<file path="config.mk">
export PLATFORM = sky130hd
export DESIGN_NAME = control_fsm
export DESIGN_NICKNAME = d
export VERILOG_FILES = /design/src/rtl/control_fsm.sv
export SDC_FILE = /design/constraint.sdc
export NUM_CORES = 1
export LEC_CHECK = 0
export ABC_AREA = 0
export CAP_MARGIN = 20
export CORE_ASPECT_RATIO = 0.7
export CORE_MARGIN = 8
export CORE_UTILIZATION = 35
export CTS_BUF_LIST = sky130_fd_sc_hd__clkbuf_16
export CTS_CLUSTER_SIZE = 10
export DETAILED_ROUTE_END_ITERATION = 8
export GPL_ROUTABILITY_DRIVEN = 0
export GPL_TIMING_DRIVEN = 0
export HOLD_SLACK_MARGIN = 0.12
export PLACE_DENSITY = 0.65
export SYNTH_ARGS = -nofsm -noshare
export SYNTH_HDL_FRONTEND = slang
export SYNTH_SLANG_ARGS = --single-unit
</file>
<file path="constraint.sdc">
create_clock -name clk -period 1.8 [get_ports clk]
set_input_delay 0.36 -clock clk [delete_from_list [all_inputs] [get_ports clk]]
set_output_delay 0.36 -clock clk [all_outputs]
set_load 0.01 [all_outputs]
</file>
<file path="src/rtl/control_fsm.sv">
// -----------------------------------------------------------------------------
// control_fsm
//   Multi-cycle control unit for the 16-bit CPU.
//   - Accepts one instruction per valid/ready handshake.
//   - Sequences FETCH -> DECODE -> EXEC -> {WB | MEM | BR} -> FETCH.
//   - Drives the ALU opcode and operand select, the register-file addresses
//     and write enable, the memory request and the PC control pulses.
//   Instruction format: [15:12] op, [11:8] rd, [7:4] rs, [3:0] rt/imm4.
//
// Ports
//   clk, rst_n          clock (rising edge), asynchronous active-low reset
//   instr, instr_valid  instruction word and its valid flag
//   instr_ready         high only in FETCH
//   alu_op              ALU opcode (= IR[15:12])
//   alu_zero            ALU zero flag, used by beq
//   alu_src_imm, imm    ALU B-operand select and extended imm4
//   rf_ra, rf_rb, rf_wa register-file read/write addresses
//   rf_we               register write enable (one-cycle pulse in WB)
//   wb_sel_mem          writeback source: 1 = memory data (ldr), 0 = ALU
//   mem_req, mem_we     memory request (held until mem_ack) and store flag
//   mem_ack             memory completion
//   pc_inc, pc_branch   PC control pulses, never both high
//   trap                sticky fault: illegal opcode or memory timeout
// -----------------------------------------------------------------------------
module control_fsm #(
  parameter int unsigned MEM_TIMEOUT = 15
) (
  input  logic        clk,
  input  logic        rst_n,
  input  logic [15:0] instr,
  input  logic        instr_valid,
  output logic        instr_ready,
  output logic [3:0]  alu_op,
  input  logic        alu_zero,
  output logic        alu_src_imm,
  output logic [15:0] imm,
  output logic [3:0]  rf_ra,
  output logic [3:0]  rf_rb,
  output logic [3:0]  rf_wa,
  output logic        rf_we,
  output logic        wb_sel_mem,
  output logic        mem_req,
  output logic        mem_we,
  input  logic        mem_ack,
  output logic        pc_inc,
  output logic        pc_branch,
  output logic        trap
);

  localparam logic [3:0] OP_ADD  = 4'd0;
  localparam logic [3:0] OP_ADDI = 4'd1;
  localparam logic [3:0] OP_SUB  = 4'd2;
  localparam logic [3:0] OP_AND  = 4'd3;
  localparam logic [3:0] OP_OR   = 4'd4;
  localparam logic [3:0] OP_XOR  = 4'd5;
  localparam logic [3:0] OP_NOT  = 4'd6;
  localparam logic [3:0] OP_SLT  = 4'd7;
  localparam logic [3:0] OP_LSL  = 4'd8;
  localparam logic [3:0] OP_LSR  = 4'd9;
  localparam logic [3:0] OP_LDR  = 4'd10;
  localparam logic [3:0] OP_STR  = 4'd11;
  localparam logic [3:0] OP_BEQ  = 4'd12;

  // Value of the wait counter on the last MEM cycle before a timeout.
  localparam logic [7:0] TIMEOUT_LAST = 8'(MEM_TIMEOUT - 1);

  typedef enum logic [2:0] {
    S_FETCH  = 3'd0,
    S_DECODE = 3'd1,
    S_EXEC   = 3'd2,
    S_MEM    = 3'd3,
    S_WB     = 3'd4,
    S_BR     = 3'd5,
    S_TRAP   = 3'd6
  } state_t;

  state_t      state_q, state_d;
  logic [15:0] ir_q, ir_d;
  logic [7:0]  cnt_q, cnt_d;

  logic [3:0] op, rd, rs, rt;
  logic       is_ldr, is_str, is_beq, is_illegal;

  assign op = ir_q[15:12];
  assign rd = ir_q[11:8];
  assign rs = ir_q[7:4];
  assign rt = ir_q[3:0];

  assign is_ldr     = (op == OP_LDR);
  assign is_str     = (op == OP_STR);
  assign is_beq     = (op == OP_BEQ);
  assign is_illegal = (op > OP_BEQ);

  // ---------------------------------------------------------------------------
  // Operand decode: purely combinational from IR, so it stays stable for the
  // whole time the instruction is in flight.
  // ---------------------------------------------------------------------------
  always_comb begin
    alu_op      = op;
    rf_wa       = rd;
    rf_ra       = rs;
    rf_rb       = rt;
    alu_src_imm = 1'b0;
    imm         = {{12{rt[3]}}, rt};
    wb_sel_mem  = is_ldr;
    case (op)
      OP_ADDI: alu_src_imm = 1'b1;
      OP_LSL, OP_LSR: begin
        alu_src_imm = 1'b1;
        imm         = {12'd0, rt};   // shift amounts are unsigned
      end
      OP_LDR, OP_STR: begin
        alu_src_imm = 1'b1;          // address = rs + sext(imm4)
        rf_rb       = rd;            // store data comes from rd
      end
      OP_BEQ: begin
        rf_ra = rd;                  // compare rd against rs
        rf_rb = rs;
      end
      OP_ADD, OP_SUB, OP_AND, OP_OR, OP_XOR, OP_NOT, OP_SLT: ;
      default: ;
    endcase
  end

  // ---------------------------------------------------------------------------
  // State, instruction and wait-counter registers
  // ---------------------------------------------------------------------------
  always_ff @(posedge clk or negedge rst_n) begin
    if (!rst_n) begin
      state_q <= S_FETCH;
      ir_q    <= 16'd0;
      cnt_q   <= 8'd0;
    end else begin
      state_q <= state_d;
      ir_q    <= ir_d;
      cnt_q   <= cnt_d;
    end
  end

  // ---------------------------------------------------------------------------
  // Next-state and control outputs
  // ---------------------------------------------------------------------------
  always_comb begin
    state_d     = state_q;
    ir_d        = ir_q;
    cnt_d       = cnt_q;
    instr_ready = 1'b0;
    rf_we       = 1'b0;
    mem_req     = 1'b0;
    mem_we      = 1'b0;
    pc_inc      = 1'b0;
    pc_branch   = 1'b0;
    trap        = 1'b0;

    case (state_q)
      S_FETCH: begin
        instr_ready = 1'b1;
        if (instr_valid) begin
          ir_d    = instr;
          state_d = S_DECODE;
        end
      end

      S_DECODE: begin
        state_d = is_illegal ? S_TRAP : S_EXEC;
      end

      S_EXEC: begin
        if (is_ldr || is_str) state_d = S_MEM;
        else if (is_beq)      state_d = S_BR;
        else                  state_d = S_WB;
      end

      S_MEM: begin
        mem_req = 1'b1;
        mem_we  = is_str;
        if (mem_ack) begin
          // An ack on the last counted cycle still completes the access.
          cnt_d = 8'd0;
          if (is_str) begin
            pc_inc  = 1'b1;          // stores have no writeback stage
            state_d = S_FETCH;
          end else begin
            state_d = S_WB;
          end
        end else if (cnt_q == TIMEOUT_LAST) begin
          cnt_d   = 8'd0;
          state_d = S_TRAP;
        end else begin
          cnt_d = cnt_q + 8'd1;
        end
      end

      S_WB: begin
        rf_we   = 1'b1;
        pc_inc  = 1'b1;
        state_d = S_FETCH;
      end

      S_BR: begin
        if (alu_zero) pc_branch = 1'b1;
        else          pc_inc    = 1'b1;
        state_d = S_FETCH;
      end

      S_TRAP: begin
        trap = 1'b1;                 // only reset leaves this state
      end

      default: begin
        state_d = S_FETCH;
      end
    endcase
  end

endmodule
</file>
==> impl_results.md <==
* Ports at 62
* Clock-pin slew of the registers on the worst-case setup and hold paths at about 0.070 ns
* Max-slew violation total from the final report at 0
* Setup slack of the worst register-to-register path at approximately 0.15 ns
* Total of endpoints with negative setup slack in the final report at 19
* Avg Inst Size Synth at 10.1 µm²
* Routed wire length per instance at 15.3 µm
* Crit path launch type: flip-flop
* Startpoint of the lowest-slack register-to-register path: state_q[1]$_DFFE_PN0P_
* Classification of the worst-slack hold path: input port to async pin
* # rows at 21
* Destination of the worst register-to-register timing path: ir_q[5]$_DFFE_PN0P_
* Port Buffers at 61
* Net count of the mapped netlist at 190
* Net total in the final layout at 283
* Total track usage at 13.5%
* Warnings, synthesis at 0
* Violations in the final reports: setup timing
* Critical Path RT at approximately 1.4 ns
* Cell at the slowest stage of the critical path: sky130_fd_sc_hd__dfrtp_2
* Final HPWL DP at 3.23 mm
* TritonCTS buffer count at 3
* Post-detailed-placement cell area at ~2400 µm²
* Asr flop ratio synth at 100%
* Starting density of the core at 35.9%
* Pre-CTS setup slack at -0.436 ns
* Unrepaired setup endpoints after global routing: true
* Leakage component of the power at about 1.3 nW
* Relative slew slack at 64.6%
* Via count of the first global-routing pass at about 1600
* Post-layout minimum cycle time at 1.99 ns
* Worst setup EP type: primary output
* M1 GR Usage at between 10% and 20%
* Layout Utilization at 61.2%
* Worst-Skew Late Latency at 0.26 ns
* Cell family contributing the most delay on the critical path: flip-flops
* Critical path start-end classification: flip-flop to primary output
* Data arrival at the endpoint of the critical path at around 1.6 ns
* Largest fanout of any net on the critical path at 5
* Number of levels the H-tree was split into at 1
* Sequential area share after synthesis at 40.1%
* Via/cell ratio at 4.86
* CTS Hold Buffers Added at 0
* Max Clock Freq at 502 MHz
* Met3 global-route usage at 4.58%
* Number of antenna violations at the first check in global routing at 0
* Detailed-route DRC error count at 0
* Total Neg Setup Slack at -1.74 ns
* Number of flip-flops and latches in the synthesized netlist at 27
* TritonCTS clock tree: yes
* Busiest metal layer after global routing: met2
* Root cell of the clock tree: sky130_fd_sc_hd__clkbuf_16
* Count of different cell masters after synthesis at 45
* Worst Tran Pin Value at approximately 0.53 ns
* Count of flip-flops with a built-in enable after synthesis at 0
* Global routing usage on met2 at 22.0%
* Worst Setup Slack, final at -0.193 ns
* Number of routed nets with antenna violations at 0
* Worst path max stage delay at between 0.4 and 0.5 ns
* Cell Area, Synth at 1690 µm²
* Post-Route WL at 4.85 mm
* Die outline area at 7330 µm²
* Final period utilization at 111%
* Library cell appearing most often on the critical path: sky130_fd_sc_hd__buf_6
* Die height at 74.1 µm
* Cell breakdown of the critical path: buf_6, and4bb_4, buf_6, mux2_4, buf_6
* Total inserted antenna cells at 0
* Areal power density over the cells at about 1800 nW/µm²
* Global-route wire length before repair at 7.91 mm
* Number of sinks driven by the clock tree at 27
* P&R area growth vs syn at 70.8%
* Vias at 1535
* Largest net degree at the start of global routing at 21
* Worst r2r path cells at 6
* Number of failing hold endpoints at the final stage at 0
* Largest vdd supply drop at 0.970 mV
* Max-capacitance violation count at 0
* DIE WIDTH at 99.0 µm
* Core ar. at 4700 µm²
* Number of standard cells after synthesis at approximately 170
* Fraction of final layout cells with drive strength greater than 1 at 49.8%
* Number of iterations in the first detailed-routing pass at 4
* Number of placed instances with taps included at around 290
* Fin Clk Skew at 0.00406 ns
* Number of buffer and inverter stages on the critical path at 3
* DR iter-0 viols at 48
* Clock Tree Buf Depth at 2
* Post-route standard cell area excluding fillers at a little under 3000 µm²
* Count of placed standard cells in the final layout, fillers left out at 316
* Primary flip-flop cell chosen by synthesis mapping: sky130_fd_sc_hd__dfrtp_1
* Result of the run: complete, but fails checks
* Grt total ovfl at 0
[placed cells by master, fill, tap and decap left out, types with 6 or more instances in the layout]
master	Yosys	layout
sky130_fd_sc_hd__nor2_1	7	6
sky130_fd_sc_hd__dfrtp_1	27	22
sky130_fd_sc_hd__mux2_4	6	10
sky130_fd_sc_hd__mux2_2	12	8
sky130_fd_sc_hd__buf_4	23	28
sky130_fd_sc_hd__buf_6	1	41
sky130_fd_sc_hd__nand2_1	19	18
sky130_fd_sc_hd__a21oi_1	8	7
sky130_fd_sc_hd__clkdlybuf4s50_1	0	29
sky130_fd_sc_hd__o21ai_0	8	8
[worst max-delay path by stage]
stage               cells after the start  slack [ns]                 start  endpoint
detailed placement                      6       -0.44  ir_q[13]$_DFFE_PN0P_  rf_rb[2]
finish                                  5       -0.19  ir_q[15]$_DFFE_PN0P_  rf_ra[2]
floorplan                               3        0.20  ir_q[12]$_DFFE_PN0P_  rf_ra[0]
global route                            5       -0.23  ir_q[15]$_DFFE_PN0P_  rf_ra[2]
CTS                                     5       -0.19  ir_q[15]$_DFFE_PN0P_  rf_ra[2]
global placement                        6       -0.45  ir_q[12]$_DFFE_PN0P_  rf_rb[0]
[report_power, final]
group	switching (W)	internal [W]
Sequential	0.000293	0.000878
Clock	0.000208	0.000300
Combinational	0.00134	0.00229
[sequential cells by signal, summed over array words and instances (netlist names)]
signal	count
state_q	3
ir_q	16
cnt_q	8
[synthesized netlist by cell type (2+ instances only)]
cell                        n  area, µm²
sky130_fd_sc_hd__a21oi_1    8       40.0
sky130_fd_sc_hd__a22oi_1    4       30.0
sky130_fd_sc_hd__and2_1     2       12.5
sky130_fd_sc_hd__buf_2      3       15.0
sky130_fd_sc_hd__buf_4     23        173
sky130_fd_sc_hd__dfrtp_1   27        676
sky130_fd_sc_hd__ha_1       2       25.0
sky130_fd_sc_hd__inv_1      6       22.5
sky130_fd_sc_hd__mux2_2    12        135
sky130_fd_sc_hd__mux2_4     6       90.1
sky130_fd_sc_hd__nand2_1   19       71.3
sky130_fd_sc_hd__nand3_1    4       20.0
sky130_fd_sc_hd__nand3b_1   2       15.0
sky130_fd_sc_hd__nor2_1     7       26.3
sky130_fd_sc_hd__o21a_1     2       15.0
sky130_fd_sc_hd__o21ai_0    8       40.0
sky130_fd_sc_hd__o21ai_1    2       10.0
sky130_fd_sc_hd__or3_1      3       18.8
[per-layer routing]
metal / vias up / routed length, µm
met5: - / 0
met4: 0 / 34
met3: 2 / 344
met2: 51 / 2210
met1: 724 / 2270
li1: 758 / -
[metrics by stage]
stage,hold WS (ns),power [W]
finish,0.444,0.00531
global route,0.472,0.00567
CTS,0.454,0.00507
detailed placement,0.501,0.00396
global placement,0.492,0.00393
floorplan,0.0644,0.00267
[cell type report]
cell class | count | area, µm²
fillers | 421 | 1820
repair buffers | 89 | 896
multi-input cells | 106 | 866
flip-flops and latches | 27 | 682
plain buffers | 27 | 263
clock buffers | 3 | 75.1
well taps | 57 | 71.3
inverters | 6 | 22.5
clock inverters | 1 | 5.00
[logic make-up after synthesis]
group                    count (synthesis)  share of synthesized area [%]
AND/OR/NAND/NOR                         52                           17.8
adder cells (fa/ha/maj)                  2                           1.48
multiplexers                            18                           13.4
buffers and inverters                   35                           14.2
AO/OA/AOI/OAI                           33                           13.1
flip-flops                              27                           40.1
[timing repair]
item                                    4_1_cts  5_1_grt
buffers inserted                             24        3
gates resized for setup                     146       31
gates cloned                                  1        0
pin swaps                                     7        9
endpoints found under the setup margin       29       33
No activity file was read; power rests on OpenSTA's default activity.
